==> src/rtl/uart_receiver.sv <==
// uart_receiver: start + 8 data (LSB first) + parity + stop receiver.
// The serial line is resynchronised, every bit is sampled at its middle,
// a low stop bit parks the receiver in BREAK until the line returns high,
// and error-free bytes are kept in a four-deep history (RXBUF[0] newest).
//
// Output handshake: rx_valid is a one-cycle strobe with no ready/back-pressure.
// rx_data, parity_error and framing_error change only in the rx_valid cycle
// and hold until the next frame completes; a slow consumer simply loses bytes.
module uart_receiver #(
  parameter int unsigned CLKS_PER_BIT = 16,
  parameter logic        PARITY       = 1'b1
) (
  input  logic            clk,
  input  logic            rst,
  input  logic            RX,
  output logic [7:0]      rx_data,
  output logic            rx_valid,
  output logic            parity_error,
  output logic            framing_error,
  output logic            busy,
  output logic [7:0]      most_recent_received,
  output logic [3:0][7:0] RXBUF,
  output logic [2:0]      dbg_state_o
);

  typedef enum logic [2:0] {
    S_IDLE   = 3'd0,
    S_START  = 3'd1,
    S_DATA   = 3'd2,
    S_PARITY = 3'd3,
    S_STOP   = 3'd4,
    S_BREAK  = 3'd5
  } state_t;

  // Last counter value of the half bit (start check) and of a full bit.
  localparam logic [15:0] HALF_LAST = 16'(CLKS_PER_BIT / 2 - 1);
  localparam logic [15:0] BIT_LAST  = 16'(CLKS_PER_BIT - 1);

  logic            sync1_q, rx_s_q;
  state_t          state_q, state_d;
  logic [15:0]     cnt_q, cnt_d;
  logic [2:0]      idx_q, idx_d;
  logic [7:0]      shift_q, shift_d;
  logic            par_bad_q, par_bad_d;
  logic            frame_done;
  logic [7:0]      rx_data_q;
  logic            rx_valid_q, parity_error_q, framing_error_q;
  logic [3:0][7:0] rxbuf_q;

  // Two-flop synchroniser; resets to the idle (high) line level.
  always_ff @(posedge clk or posedge rst) begin
    if (rst) begin
      sync1_q <= 1'b1;
      rx_s_q  <= 1'b1;
    end else begin
      sync1_q <= RX;
      rx_s_q  <= sync1_q;
    end
  end

  // FSM state register.
  always_ff @(posedge clk or posedge rst) begin
    if (rst) state_q <= S_IDLE;
    else     state_q <= state_d;
  end

  // Next-state logic, bit timing and data capture decisions.
  always_comb begin
    state_d    = state_q;
    cnt_d      = cnt_q;
    idx_d      = idx_q;
    shift_d    = shift_q;
    par_bad_d  = par_bad_q;
    frame_done = 1'b0;
    case (state_q)
      S_IDLE: begin
        if (!rx_s_q) begin
          state_d = S_START;
          cnt_d   = '0;
        end
      end
      S_START: begin
        if (cnt_q == HALF_LAST) begin
          cnt_d   = '0;
          idx_d   = '0;
          state_d = rx_s_q ? S_IDLE : S_DATA;
        end else begin
          cnt_d = cnt_q + 16'd1;
        end
      end
      S_DATA: begin
        if (cnt_q == BIT_LAST) begin
          cnt_d          = '0;
          shift_d[idx_q] = rx_s_q;
          if (idx_q == 3'd7) state_d = S_PARITY;
          else               idx_d   = idx_q + 3'd1;
        end else begin
          cnt_d = cnt_q + 16'd1;
        end
      end
      S_PARITY: begin
        if (cnt_q == BIT_LAST) begin
          cnt_d     = '0;
          par_bad_d = ((^shift_q) ^ rx_s_q) != PARITY;
          state_d   = S_STOP;
        end else begin
          cnt_d = cnt_q + 16'd1;
        end
      end
      S_STOP: begin
        if (cnt_q == BIT_LAST) begin
          cnt_d      = '0;
          frame_done = 1'b1;
          state_d    = rx_s_q ? S_IDLE : S_BREAK;
        end else begin
          cnt_d = cnt_q + 16'd1;
        end
      end
      S_BREAK: begin
        if (rx_s_q) state_d = S_IDLE;
      end
      default: state_d = S_IDLE;
    endcase
  end

  // Bit counter, bit index, shift register and latched parity result.
  always_ff @(posedge clk or posedge rst) begin
    if (rst) begin
      cnt_q     <= '0;
      idx_q     <= '0;
      shift_q   <= '0;
      par_bad_q <= 1'b0;
    end else begin
      cnt_q     <= cnt_d;
      idx_q     <= idx_d;
      shift_q   <= shift_d;
      par_bad_q <= par_bad_d;
    end
  end

  // Frame results and history, updated on the stop-bit sample.
  always_ff @(posedge clk or posedge rst) begin
    if (rst) begin
      rx_valid_q      <= 1'b0;
      rx_data_q       <= '0;
      parity_error_q  <= 1'b0;
      framing_error_q <= 1'b0;
      rxbuf_q         <= '0;
    end else begin
      rx_valid_q <= frame_done;
      if (frame_done) begin
        rx_data_q       <= shift_q;
        parity_error_q  <= par_bad_q;
        framing_error_q <= ~rx_s_q;
        if (!par_bad_q && rx_s_q) rxbuf_q <= {rxbuf_q[2:0], shift_q};
      end
    end
  end

  // Output decode.
  always_comb begin
    busy                 = (state_q != S_IDLE);
    dbg_state_o          = state_q;
    rx_valid             = rx_valid_q;
    rx_data              = rx_data_q;
    parity_error         = parity_error_q;
    framing_error        = framing_error_q;
    RXBUF                = rxbuf_q;
    most_recent_received = rxbuf_q[0];
  end

endmodule

==> config.mk <==
export PLATFORM = sky130hd
export DESIGN_NAME = uart_receiver
export DESIGN_NICKNAME = d
export VERILOG_FILES = /design/src/rtl/uart_receiver.sv
export SDC_FILE = /design/constraint.sdc
export NUM_CORES = 1
export LEC_CHECK = 0
export BUFFER_PORTS_ARGS = -buffer_cell sky130_fd_sc_hd__buf_2
export CORE_MARGIN = 5
export CORE_UTILIZATION = 28
export CTS_CLUSTER_DIAMETER = 60
export DETAILED_ROUTE_END_ITERATION = 12
export PLACE_DENSITY = 0.43
export SLEW_MARGIN = 40
export SYNTH_ARGS = -nofsm -noshare
export SYNTH_HDL_FRONTEND = slang
export SYNTH_SLANG_ARGS = --single-unit
export TNS_END_PERCENT = 20
==> constraint.sdc <==
create_clock -name clk -period 2.15 [get_ports clk]
set_input_delay 0.215 -clock clk [delete_from_list [all_inputs] [get_ports clk]]
set_output_delay 0.215 -clock clk [all_outputs]
set_load 0.005 [all_outputs]
Word-level counts from Yosys, hierarchy flattened
Cells that the tools add are included.
- bits in registers: 76
- input port bits: 3
- output and inout bits: 55
- logic and storage cells: 76
- add/sub/neg operators: 2
- magnitude comparators: 2
- equality and inequality tests: 16
- multiplexer cells: 23
- bitwise operators: 3
- reductions and logical operators: 15
- operators with widths (cell ; count):
    16-bit 2-to-1 mux ; 3
    16-bit case mux with 3 select lines ; 1
    3-bit 2-to-1 mux ; 11
    3-bit case mux with 6 select lines ; 1
    16-bit by 1-bit adder with 16-bit output, second input constant ; 1
    16-bit by 3-bit equality test with 1-bit output, second input constant ; 1
    16-bit by 4-bit equality test with 1-bit output, second input constant ; 1
    2-bit != test, second input constant ; 8
    3-bit equality test, second input constant ; 3
    8-bit bitwise mux ; 1
    2-bit AND reduction ; 4
    8-bit XOR reduction ; 1
    7-bit AND reduction ; 1
    3-bit by 2-bit equality test with 1-bit output, second input constant ; 2
    3-bit case mux with 2 select lines ; 1
    3-bit nonzero test ; 2
    3-bit by 4-bit < comparator with 1-bit output, second input constant ; 1
    4-bit AND reduction ; 1
    3-bit by 1-bit adder with 3-bit output, second input constant ; 1
    1-bit demux with 3-bit select ; 1
    3-bit by 1-bit equality test with 1-bit output, second input constant ; 1
    3-bit by 1-bit greater-or-equal comparator with 1-bit output, second input constant ; 1
    3-bit logical NOT ; 1
    1-bit 2-to-1 mux ; 3
    other kinds (7) ; 9

Logic depth before layout (Yosys ltp)
Gate-level depths: netlist (run 1).
- word-level depth: 5
- mapped depth: 9
- mapped depth without buffers: 6

Least setup slack after synthesis (run 1)
No wires, ideal clock.
- kind: register -> register
- start point: register state_q[0] (netlist: dbg_state_o[0])
- end point: register rxbuf_q (netlist bit RXBUF[10])
- arrival time: 2.033 ns
- data required time: 2.025 ns
- path slack: -0.008 ns
- cell stages (with the launch flop): 7
- buffers on the path: 3
- path through: dfrtp_1 -> buf_2 -> or3b_2 -> buf_2 -> nor4b_4 -> buf_6 -> mux2_2
- longest elaborated chain between the ends: 3
- ends and longest elaborated chain (what ; line ; text):
    from (decl) ; 40 ; state_t state_q, state_d;
    from (signal assigned) ; 64 ; else state_q <= state_d;
    3-bit equality test ; 75 ; case (state_q)
    1-bit 2-to-1 mux ; 75 ;
    2-bit AND reduction (no source line) ; -- ;
    to (signal assigned) ; 155 ; if (!par_bad_q && rx_s_q) rxbuf_q <= {rxbuf_q[2:0], shift_q};
    to (decl) ; 48 ; logic [3:0][7:0] rxbuf_q;
No other way between the ends.
A chain may end at the register's enable or synchronous reset.

Worst setup path after layout (run 1)
- start point: register cnt_q[14]
- end point: register rxbuf_q (netlist bit RXBUF[12])
- longest elaborated chain between the ends: 4
- ends and longest elaborated chain (what ; line ; text):
    from (decl) ; 41 ; logic [15:0] cnt_q, cnt_d;
    from (signal assigned) ; 134 ; cnt_q <= cnt_d;
    16-bit by 4-bit equality test with 1-bit output ; 111 ; if (cnt_q == BIT_LAST) begin
    1-bit 2-to-1 mux ; 111 ;
    1-bit 2-to-1 mux ; 75 ;
    2-bit AND reduction (no source line) ; -- ;
No other way between the ends.

==> results by group, run 1 <==
Synth
  • Synth warnings: 0
  • Post-synth EDFFs: 0
  • Syn Nets: roughly 300
  • Async S/R FF share, synth: between 90% and 100%
  • Top area cells in the synthesized netlist: dfrtp_1, mux2_2, nand2_1, o21ai_0, xnor2_1
  • Average size of a mapped cell: 12.01 um^2
  • Sequential share of the synthesized area: a little over half
  • FF+latch count, synth: between 70 and 80
  • Post-synth top area share: roughly half
  • Cell Area, Synth: ~3600 um^2
  • Yosys cell types: between 40 and 50
  • Synthesized instance count: approximately 300
  • Main flop type after synthesis: dfrtp_1
  • Area leader, netlist: dfrtp_1

Clocking
  • Depth of the CTS H-tree: 3
  • Root buffer cell: clkbuf_16
  • Clock sink count: 76
  • Clk buf depth: 2
  • CTS tree: built
  • Worst-Skew Late Latency: between 300 and 400 ps
  • Clock buffer count from CTS: 9
  • Clk pin slew, worst setup/hold paths: approximately 60 ps

Placement
  • Final HPWL DP: roughly 5.4 mm
  • Worst setup slack after placement: -22.95 ps
  • GP Congestion: 0.7714
  • Port Buffers: 57

Critical path
  • Critical-path cell list: nor4_4 -> nand4_1 -> nor4b_4 -> buf_12 -> mux2_2
  • CP max stage cell: dfrtp_1
  • CP Max Fanout: 32
  • Worst Setup End Kind: flop
  • Buffers & Inverters on Critical Path: 1
  • Startpoint types: flop
  • Arrival time worst endpoint: about 2300 ps
  • CP top delay family: simple AND/OR/NAND/NOR gates
  • Worst EP required: between 2000 and 2500 ps
  • Crit Path Class: flop to flop
  • Slowest Stage Delay on Critical Path: 420 ps

GRT
  • Initial antenna violation count: 0
  • Vias in the first global route: 2,485
  • Wire length of the first global-routing pass: approximately 13 mm
  • Met3 GRT Util: around 2.8%
  • All-layer global routing usage: a little over a tenth
  • Largest net degree at the start of global routing: 61
  • Met1 layer usage reported by global route: 15.16%
  • Gr ovfl total: 0
  • GR Layer Usage met2: between 15 and 20%
  • Busiest layer in global routing: met2

Finish
  • P&R area growth vs syn: 26.84%
  • N_diodes: 0
  • Nets: about 390
  • Share of cells above drive strength 1: between 40% and 50%

Drt
  • Via count: 2,553
  • Post-DRT Antenna Nets: 0
  • Drt first-iter violations: approximately 170
  • Drt first pass iters: 4
  • Wire length per cell: 13.89 um
  • DRC viols: 0
  • Total wire length: between 7 and 8 mm
  • Drt via density: ~4.6

Timing
  • Unrepaired setup endpoints after global routing: yes
  • Fin. Hold Viols: 0
  • Worst Tran Pin Value: 450.4 ps
  • # setup viols final: 0
  • Setup ws final: between 40 and 50 ps
  • Worst clock skew: around 7.3 ps
  • Period utilization: 97.68%
  • Final setup TNS: 0 ps
  • Rel. slew slack: 69.90%
  • Final slew viol count: 0
  • Max Freq: approximately 480 MHz
  • Tmin final: between 2000 and 2500 ps

Floorplan
  • Die area: between 15,000 and 20,000 um^2
  • Initial Utilization: 28.45%
  • Core ar.: 12,620 um^2
  • Die Y-Extent: 123.2 um
  • Num ports: between 50 and 60
  • Chip width: between 100 and 150 um
  • Core Rows: ~40

Worst hold path
  • HP Class: flop to flop

Power
  • PwrDens: 891.7 nW/um^2
  • Leakage Power: ~2.3 nW
  • Worst VDD drop: between 0.3 and 0.4 mV

Flow run
  • Max cap viols: 0

Status
  • Run status: finished, final reports clean
## worst register-to-register path: cells and delay by family (launching register included)
kind          cells  cell delay [ps]
buf+inv           1              250
flops             1              420
simple gates      3              950
mux               1              370
## routing by layer
layer / vias to the layer above / routed length [um] / share of wire (%)
li1: 1244 / - / -
met1: 1222 / 3701 / 48
met2: 74 / 3441 / 44
met3: 13 / 444 / 5.7
met4: 0 / 163 / 2.1
met5: - / 0 / 0
## flip-flops by register name, indices dropped and copies added, names as in the netlist, 3 cells and up
name	cells
RXBUF	24
cnt_q	16
rx_data	8
dbg_state_o	3
most_recent_received	8
shift_q	8
idx_q	3
## where the power goes
| group | internal, mW | total [mW] | switching [mW] | leakage, nW |
|---|---|---|---|---|
| sequential | 1.50 | 1.55 | 0.0478 | 1.05 |
| clock | 0.784 | 1.40 | 0.612 | 0.132 |
| combinational | 0.485 | 1.12 | 0.633 | 1.13 |
| total | 2.77 | 4.06 | 1.29 | 2.31 |
## synth_stat cells (7+ instances only)
cell     number
buf_4         8
mux2_2       50
xnor2_1       7
nor2_1       12
nand4_1       7
inv_1        11
nand2_1      19
nand3_1      11
dfrtp_1      74
a21oi_1       8
o21ai_0      13
## path summary, 6_finish.rpt
kind / startpoint / endpoint / slack (ps) / cells after the start
hold reg to reg: sync1_q / rx_s_q / 360 / 0
max in group asynchronous: rst / sync1_q / 1080 / 4
min in group asynchronous: rst / rx_valid / 390 / 3
hold / removal: sync1_q / rx_s_q / 360 / 0
setup reg to reg: cnt_q[14] / RXBUF[12] / 50 / 5
setup / recovery: cnt_q[14] / RXBUF[12] / 50 / 5
## per-stage QoR
step / cell area, um^2 / hold slack (ps) / total power, mW / instances / util [%]
6_report: 4553 / 359.2 / 4.060 / 558 / 36.08
4_1_cts: 4536 / 360.5 / 4.115 / 557 / 35.94
3_3_place_gp: 4230 / 202.8 / 2.688 / 539 / 33.52
3_5_place_dp: 4230 / 193.3 / 2.699 / 539 / 33.52
2_1_floorplan: 3605 / 219.5 / 2.322 / 299 / -
5_1_grt: 4553 / 362.4 / 4.317 / 558 / 36.08
## cell usage in the layout, fill, tap and decap left out, types with 4 or more instances in the layout
master	instances
dfrtp_1	74
buf_2	57
mux2_2	50
buf_4	31
nand2_1	19
o21ai_0	13
nor2_1	12
nand3_1	11
inv_1	10
clkbuf_16	9
a21oi_1	8
nand4_1	7
xnor2_1	7
a22o_1	5
a31oi_1	5
nor4_1	4
## cells by family (layout without fill, tap and decap cells)
group	count (synthesis)	count (layout)	share of synthesized area, %
adders and majority gates	3	3	1.046
DFF	76	76	53.05
and+or+nand+nor	80	80	13.45
AOI/OAI and AO/OA	43	43	7.773
xor gates and xnor gates	10	10	2.440
buffers and inverters	33	120	5.298
muxes	54	54	16.94
## area by class of cell
class                   instances  area (um^2)
multi-input cells             190         1516
fillers                      1284         8066
clock buffers                   9        225.2
clock inverters                 7        51.30
repair buffers                 93        598.1
inverters                      11        42.54
well taps                     172        215.2
flip-flops and latches         76         1904
## timing repair
action,CTS,global route
setup endpoints to repair,1,35
gates resized for setup,1,3
hold endpoints to repair,17,0
pin swaps,1,4
hold buffers,2,0
buffers inserted,0,1
No activity file was read; power rests on OpenSTA's default activity.
==> inputs of run 2 (changes only) <==
--- a/config.mk
+++ b/config.mk
@@ -10,7 +10,7 @@
 export CORE_UTILIZATION = 28
 export CTS_CLUSTER_DIAMETER = 60
 export DETAILED_ROUTE_END_ITERATION = 12
-export PLACE_DENSITY = 0.43
+export PLACE_DENSITY = 0.41
 export SLEW_MARGIN = 40
 export SYNTH_ARGS = -nofsm -noshare
 export SYNTH_HDL_FRONTEND = slang
==> constraint.sdc (replaced) <==
create_clock -name clk -period 2.33 [get_ports clk]
set_input_delay 0.233 -clock clk [delete_from_list [all_inputs] [get_ports clk]]
set_output_delay 0.233 -clock clk [all_outputs]
set_load 0.005 [all_outputs]
==> results by group, run 2 (same netlist as run 1, synthesis figures left out) <==
Placement
  • DP Area: 4103 um^2 (-3.0%)
  • Port Buffers: 57 (unchanged)
  • Final HPWL DP: 5.419 mm (-0.56%)
  • GP Congestion: 0.7841 (+1.6%)
  • Placed Cells incl. Taps: 524 (-2.8%)

Timing
  • Tmin final: 2250 ps (+150.2 ps)
  • Rel. slew slack: 48.85% (-21 points)
  • # setup viols final: 0 (unchanged)
  • Worst Tran Pin Value: 760.3 ps (+309.9 ps)
  • Final setup TNS: 0 ps (unchanged)
  • Max Freq: 444.4 MHz (-6.7%)
  • Worst clock skew: 8.077 ps (+0.7608 ps)
  • Final slew viol count: 0 (unchanged)
  • Period utilization: 96.58% (-1.1 points)
  • Fin. Hold Viols: 0 (unchanged)

Worst hold path
  • Hold path start: sync1_q
  • HP Class: flop to flop
  • Hold Path Stages: 0 (unchanged)

Finish
  • Post-Layout Cell Count: 544 (-2.5%)
  • Most common cell after layout, fill and taps aside: dfrtp_1
  • N_diodes: 0 (unchanged)
  • P&R area growth vs syn: 24.50%
  • Share of cells above drive strength 1: 41.94% (-2.6 points)
  • Finished Cell Area: 4469 um^2 (-1.8%)
  • Nets: 373 (-3.6%)
  • Largest register FFs: 24 (unchanged)
  • Commonest cells after routing, fill and taps aside: dfrtp_1, buf_2, mux2_2

Floorplan
  • Die area: 15,180 um^2 (unchanged)
  • Num ports: 58 (unchanged)
  • Die Y-Extent: 123.2 um (unchanged)
  • Core ar.: 12,620 um^2 (unchanged)
  • Initial Utilization: 28.45% (unchanged)
  • Core Rows: 41 (unchanged)
  • Chip width: 123.2 um (unchanged)

Power
  • Leakage Power: 2.252 nW (-2.6%)
  • PwrDens: 873.8 nW/um^2 (-2.0%)
  • Worst VDD drop: 0.4491 mV (+36%)

Clocking
  • Clk buf depth: 2 (unchanged)
  • Clock sink count: 76 (unchanged)
  • Clock buffer count from CTS: 9 (unchanged)
  • Depth of the CTS H-tree: 3 (unchanged)
  • Worst-Skew Late Latency: 340 ps (about the same)
  • Root buffer cell: clkbuf_16
  • CTS tree: built
  • Clk pin slew, worst setup/hold paths: 60 ps (about the same)

Critical path
  • Slowest Stage Delay on Critical Path: 410 ps (about the same)
  • Levels on crit path: 6 (+1)
  • CP Max Fanout: 6 (-81%)
  • Reg2reg start: cnt_q[0]
  • CP top delay family: simple AND/OR/NAND/NOR gates
  • Arrival time worst endpoint: 2470 ps (+150 ps)
  • Startpoint types: flop
  • Crit path launch: cnt_q[0]
  • Buffers & Inverters on Critical Path: 0 (-1)
  • Worst Setup End Kind: flop
  • Critical-path cell list: ha_1 -> and3_1 -> nand4_1 -> a22o_1 -> or3_4 -> mux2_4
  • Register-to-Register Path Depth: 6 (+1)
  • CP max stage cell: or3_4
  • Worst EP required: 2550 ps (+180 ps)
  • Crit Path Class: flop to flop

GRT
  • Largest net degree at the start of global routing: 47 (-23%)
  • Gr ovfl total: 0 (unchanged)
  • Initial antenna violation count: 0 (unchanged)
  • Vias in the first global route: 2,391 (-3.8%)
  • All-layer global routing usage: 10.92% (-0.039 points)
  • Wire length of the first global-routing pass: 12.69 mm (-0.91%)

Drt
  • Drt via density: 4.553 (-0.48%)
  • Total wire length: 7.763 mm (+0.17%)
  • Via count: 2,477 (-3.0%)
  • Drt first pass iters: 4 (unchanged)
  • Drt first-iter violations: 106 (-39%)
  • Post-DRT Antenna Nets: 0 (unchanged)
  • Wire length per cell: 14.27 um (+2.7%)
  • DRC viols: 0 (unchanged)

Status
  • Run status: finished, final reports clean

Flow run
  • Max cap viols: 0 (unchanged)
-- run 2: cell count changes in the layout (fill, tap and decap cells not counted), sizes merged --
cell    change
bufinv      +2
buf        -14
inv         +1
clkinv      -3
-- run 2: power by group --
part | leakage (nW) | switching [mW] | internal, mW
Combinational | 1.05 | 0.566 | 0.393
Sequential | 1.05 | 0.0518 | 1.38
Clock | 0.152 | 0.569 | 0.943
Total | 2.25 | 1.19 | 2.72
-- run 2: area by class of cell --
cell class / instances / area [um^2]
Sequential cell: 76 / 1904
Clock inverter: 7 / 97.59
Multi-Input combinational cell: 190 / 1504
Inverter: 11 / 42.54
Clock buffer: 9 / 225.2
Fill cell: 1308 / 8150
Timing Repair Buffer: 79 / 480.5
Tap cell: 172 / 215.2
-- run 2: worst register-to-register path, stage by stage, from the launching register on --
cell     delay (ps)
dfrtp_1         390
ha_1            270
and3_1          230
nand4_1         230
a22o_1          310
or3_4           410
mux2_4          300
-- run 2: per-stage QoR --
step / setup WS, ps / utilization, % / total power, mW / hold slack (ps)
global route: -14.59 / 35.42 / 4.142 / 366.8
floorplan: 162.0 / - / 2.121 / 237.5
global placement: 133.3 / 32.51 / 2.417 / 308.9
CTS: 69.93 / 35.23 / 3.964 / 358.9
finish: 79.63 / 35.42 / 3.905 / 357.6
detailed placement: 101.9 / 32.51 / 2.417 / 304.3
-- run 2: metal layers --
metal	GRT usage, %	vias up	share of wire (%)	wire length [um]
li1	-	1207	-	-
met1	16.08	1201	52	4057
met2	14.88	61	42	3223
met3	3.202	8	4.7	364
met4	4.360	0	1.5	118
met5	0	-	0	0
-- run 2: final timing paths --
check / end / slack [ps]
min: rx_s_q / 360
min reg2reg: rx_s_q / 360
min in group asynchronous: RXBUF[16] / 480
max in group asynchronous: sync1_q / 1170
max reg2reg: dbg_state_o[2] / 80
max: dbg_state_o[2] / 80
-- run 2: repair_timing --
item | CTS | global route
resized for setup | 0 | 1
setup endpoints to repair | 0 | 36
hold buffers | 2 | 0
buffers inserted | 0 | 2
hold endpoints to repair | 31 | 0
==> inputs of run 3 (changes only) <==
--- a/config.mk
+++ b/config.mk
@@ -11,6 +11,7 @@
 export CTS_CLUSTER_DIAMETER = 60
 export DETAILED_ROUTE_END_ITERATION = 12
 export PLACE_DENSITY = 0.41
+export SETUP_SLACK_MARGIN = 0.15
 export SLEW_MARGIN = 40
 export SYNTH_ARGS = -nofsm -noshare
 export SYNTH_HDL_FRONTEND = slang
==> results by group, run 3 (same netlist as run 1, synthesis figures left out) <==
GRT
  • Largest net degree at the start of global routing: 47 (unchanged)
  • Vias in the first global route: 2,394 (+0.13%)
  • All-layer global routing usage: 10.90% (-0.019 points)
  • Wire length of the first global-routing pass: 12.67 mm (-0.17%)
  • Gr ovfl total: 0 (unchanged)
  • Initial antenna violation count: 0 (unchanged)

Clocking
  • Clk buf depth: 2 (unchanged)
  • CTS tree: built
  • Clk pin slew, worst setup/hold paths: 60 ps (about the same)
  • Worst-Skew Late Latency: 340 ps (about the same)
  • Clock sink count: 76 (unchanged)
  • Root buffer cell: clkbuf_16
  • Clock buffer count from CTS: 9 (unchanged)
  • Depth of the CTS H-tree: 3 (unchanged)

Finish
  • Commonest cells after routing, fill and taps aside: dfrtp_1, buf_2, mux2_2
  • Post-Layout Cell Count: 548 (+0.74%)
  • Nets: 377 (+1.1%)
  • N_diodes: 0 (unchanged)
  • Share of cells above drive strength 1: 43.09% (+1.1 points)
  • P&R area growth vs syn: 29.52%
  • # fillers: 1,284 (-1.8%)
  • Finished Cell Area: 4649 um^2 (+4.0%)
  • Most common cell after layout, fill and taps aside: dfrtp_1
  • Largest register FFs: 24 (unchanged)

Timing
  • Unrepaired setup endpoints after global routing: yes
  • Final slew viol count: 0 (unchanged)
  • Period utilization: 92.22% (-4.4 points)
  • Worst Tran Pin Value: 747.8 ps (-12.50 ps)
  • Fin. Hold Viols: 0 (unchanged)
  • Hold_ws: 357.6 ps (+0.002000 ps)
  • Max Freq: 465.4 MHz (+4.7%)
  • Final setup TNS: 0 ps (unchanged)
  • Tmin final: 2149 ps (-101.7 ps)
  • Worst clock skew: 8.084 ps (+0.007520 ps)
  • # setup viols final: 0 (unchanged)
  • Rel. slew slack: 49.69% (+0.84 points)

Floorplan
  • Chip width: 123.2 um (unchanged)
  • Core ar.: 12,620 um^2 (unchanged)
  • Core Rows: 41 (unchanged)
  • Die Y-Extent: 123.2 um (unchanged)
  • Die area: 15,180 um^2 (unchanged)
  • Num ports: 58 (unchanged)
  • Initial Utilization: 28.45% (unchanged)

Critical path
  • Startpoint types: flop
  • Crit Path Class: flop to flop
  • Reg2reg start: cnt_q[0]
  • Last element of the critical path: dbg_state_o[2]
  • Crit path launch: cnt_q[0]
  • Register-to-Register Path Depth: 7 (+1)
  • Arrival time worst endpoint: 2370 ps (-100 ps)
  • Worst EP required: 2550 ps (about the same)
  • Reg-to-reg slack, setup: 180 ps (+100 ps)
  • Worst Setup End Kind: flop
  • FF-to-FF End: dbg_state_o[2]
  • CP Max Fanout: 6 (unchanged)

Drt
  • Via count: 2,522 (+1.8%)
  • Total wire length: 8.235 mm (+6.1%)
  • DRC viols: 0 (unchanged)
  • Drt first-iter violations: 132 (+25%)
  • Drt via density: 4.602 (+1.1%)
  • Drt first pass iters: 4 (unchanged)
  • Wire length per cell: 15.03 um (+5.3%)
  • Post-DRT Antenna Nets: 0 (unchanged)

Placement
  • Final HPWL DP: 5.419 mm (unchanged)
  • Port Buffers: 57 (unchanged)
  • Placed Cells incl. Taps: 524 (unchanged)
  • GP Congestion: 0.7841 (unchanged)
  • DP Area: 4103 um^2 (unchanged)

Worst hold path
  • HP Class: flop to flop

Power
  • Worst VDD drop: 0.4500 mV (+0.20%)
  • PwrDens: 845.8 nW/um^2 (-3.2%)
  • Leakage Power: 2.308 nW (+2.5%)
  • Total Power: 3.933 mW (+0.70%)

Flow run
  • Max cap viols: 0 (unchanged)

Status
  • Run status: finished, final reports clean
[run 3: cell count changes in the layout (fill, tap and decap cells not counted), sizes merged]
cell    change
buf         +2
clkbuf      +2
[run 3: final cells by class]
type                       count  area [um^2]  area share (%)
clock inverter                 7        97.59           2.099
tap                          172        215.2           4.629
sequential                    76         1906           40.98
multi-input combinational    190         1607           34.55
clock buffer                   9        225.2           4.844
timing repair buffer          83        556.8           11.98
inverter                      11        42.54          0.9150
[run 3: how the worst min path moves through the flow]
stage	from	to	slack (ps)	cells past startpoint
after global placement	rst	RXBUF[30]	310	2
after detailed placement	rst	RXBUF[30]	300	2
after global routing	sync1_q	rx_s_q	370	0
final	sync1_q	rx_s_q	360	0
after floorplan	RX	sync1_q	240	0
after CTS	sync1_q	rx_s_q	360	0
[run 3: timing repair]
| item | 4_1_cts | 5_1_grt |
|---|---|---|
| endpoints found under the setup margin | 33 | 43 |
| pin swaps | 2 | 4 |
| gates cloned | 0 | 3 |
| setup buffers | 1 | 2 |
| endpoints found under the hold margin | 31 | 0 |
| hold buffers | 2 | 0 |
| resized for setup | 1 | 29 |
[run 3: power breakdown]
group	switching (mW)	internal [mW]
combinational	0.569	0.403
sequential	0.0604	1.38
clock	0.575	0.943
[run 3: worst max-delay path, cell delays in order, from the launching register on]
cell and delay, ps:
dfrtp_1 440, ha_4 190, and3_1 200, nand4_1 100
buf_4 170, a22o_1 230, or3_4 410, mux2_4 300
[run 3: stage by stage]
stage / worst slack [ps] / utilization, %
floorplan: 162.0 / -
global placement: 133.3 / 32.51
detailed placement: 101.9 / 32.51
CTS: 151.2 / 35.31
global route: 58.59 / 36.84
finish: 181.4 / 36.84
[run 3: routing by layer]
layer | up-vias | wire length, um | track usage, %
met3 | 8 | 350 | 3.202
li1 | 1209 | - | -
met2 | 56 | 3456 | 14.88
met1 | 1249 | 4311 | 16.02
met5 | - | 0 | 0
met4 | 0 | 117 | 4.360
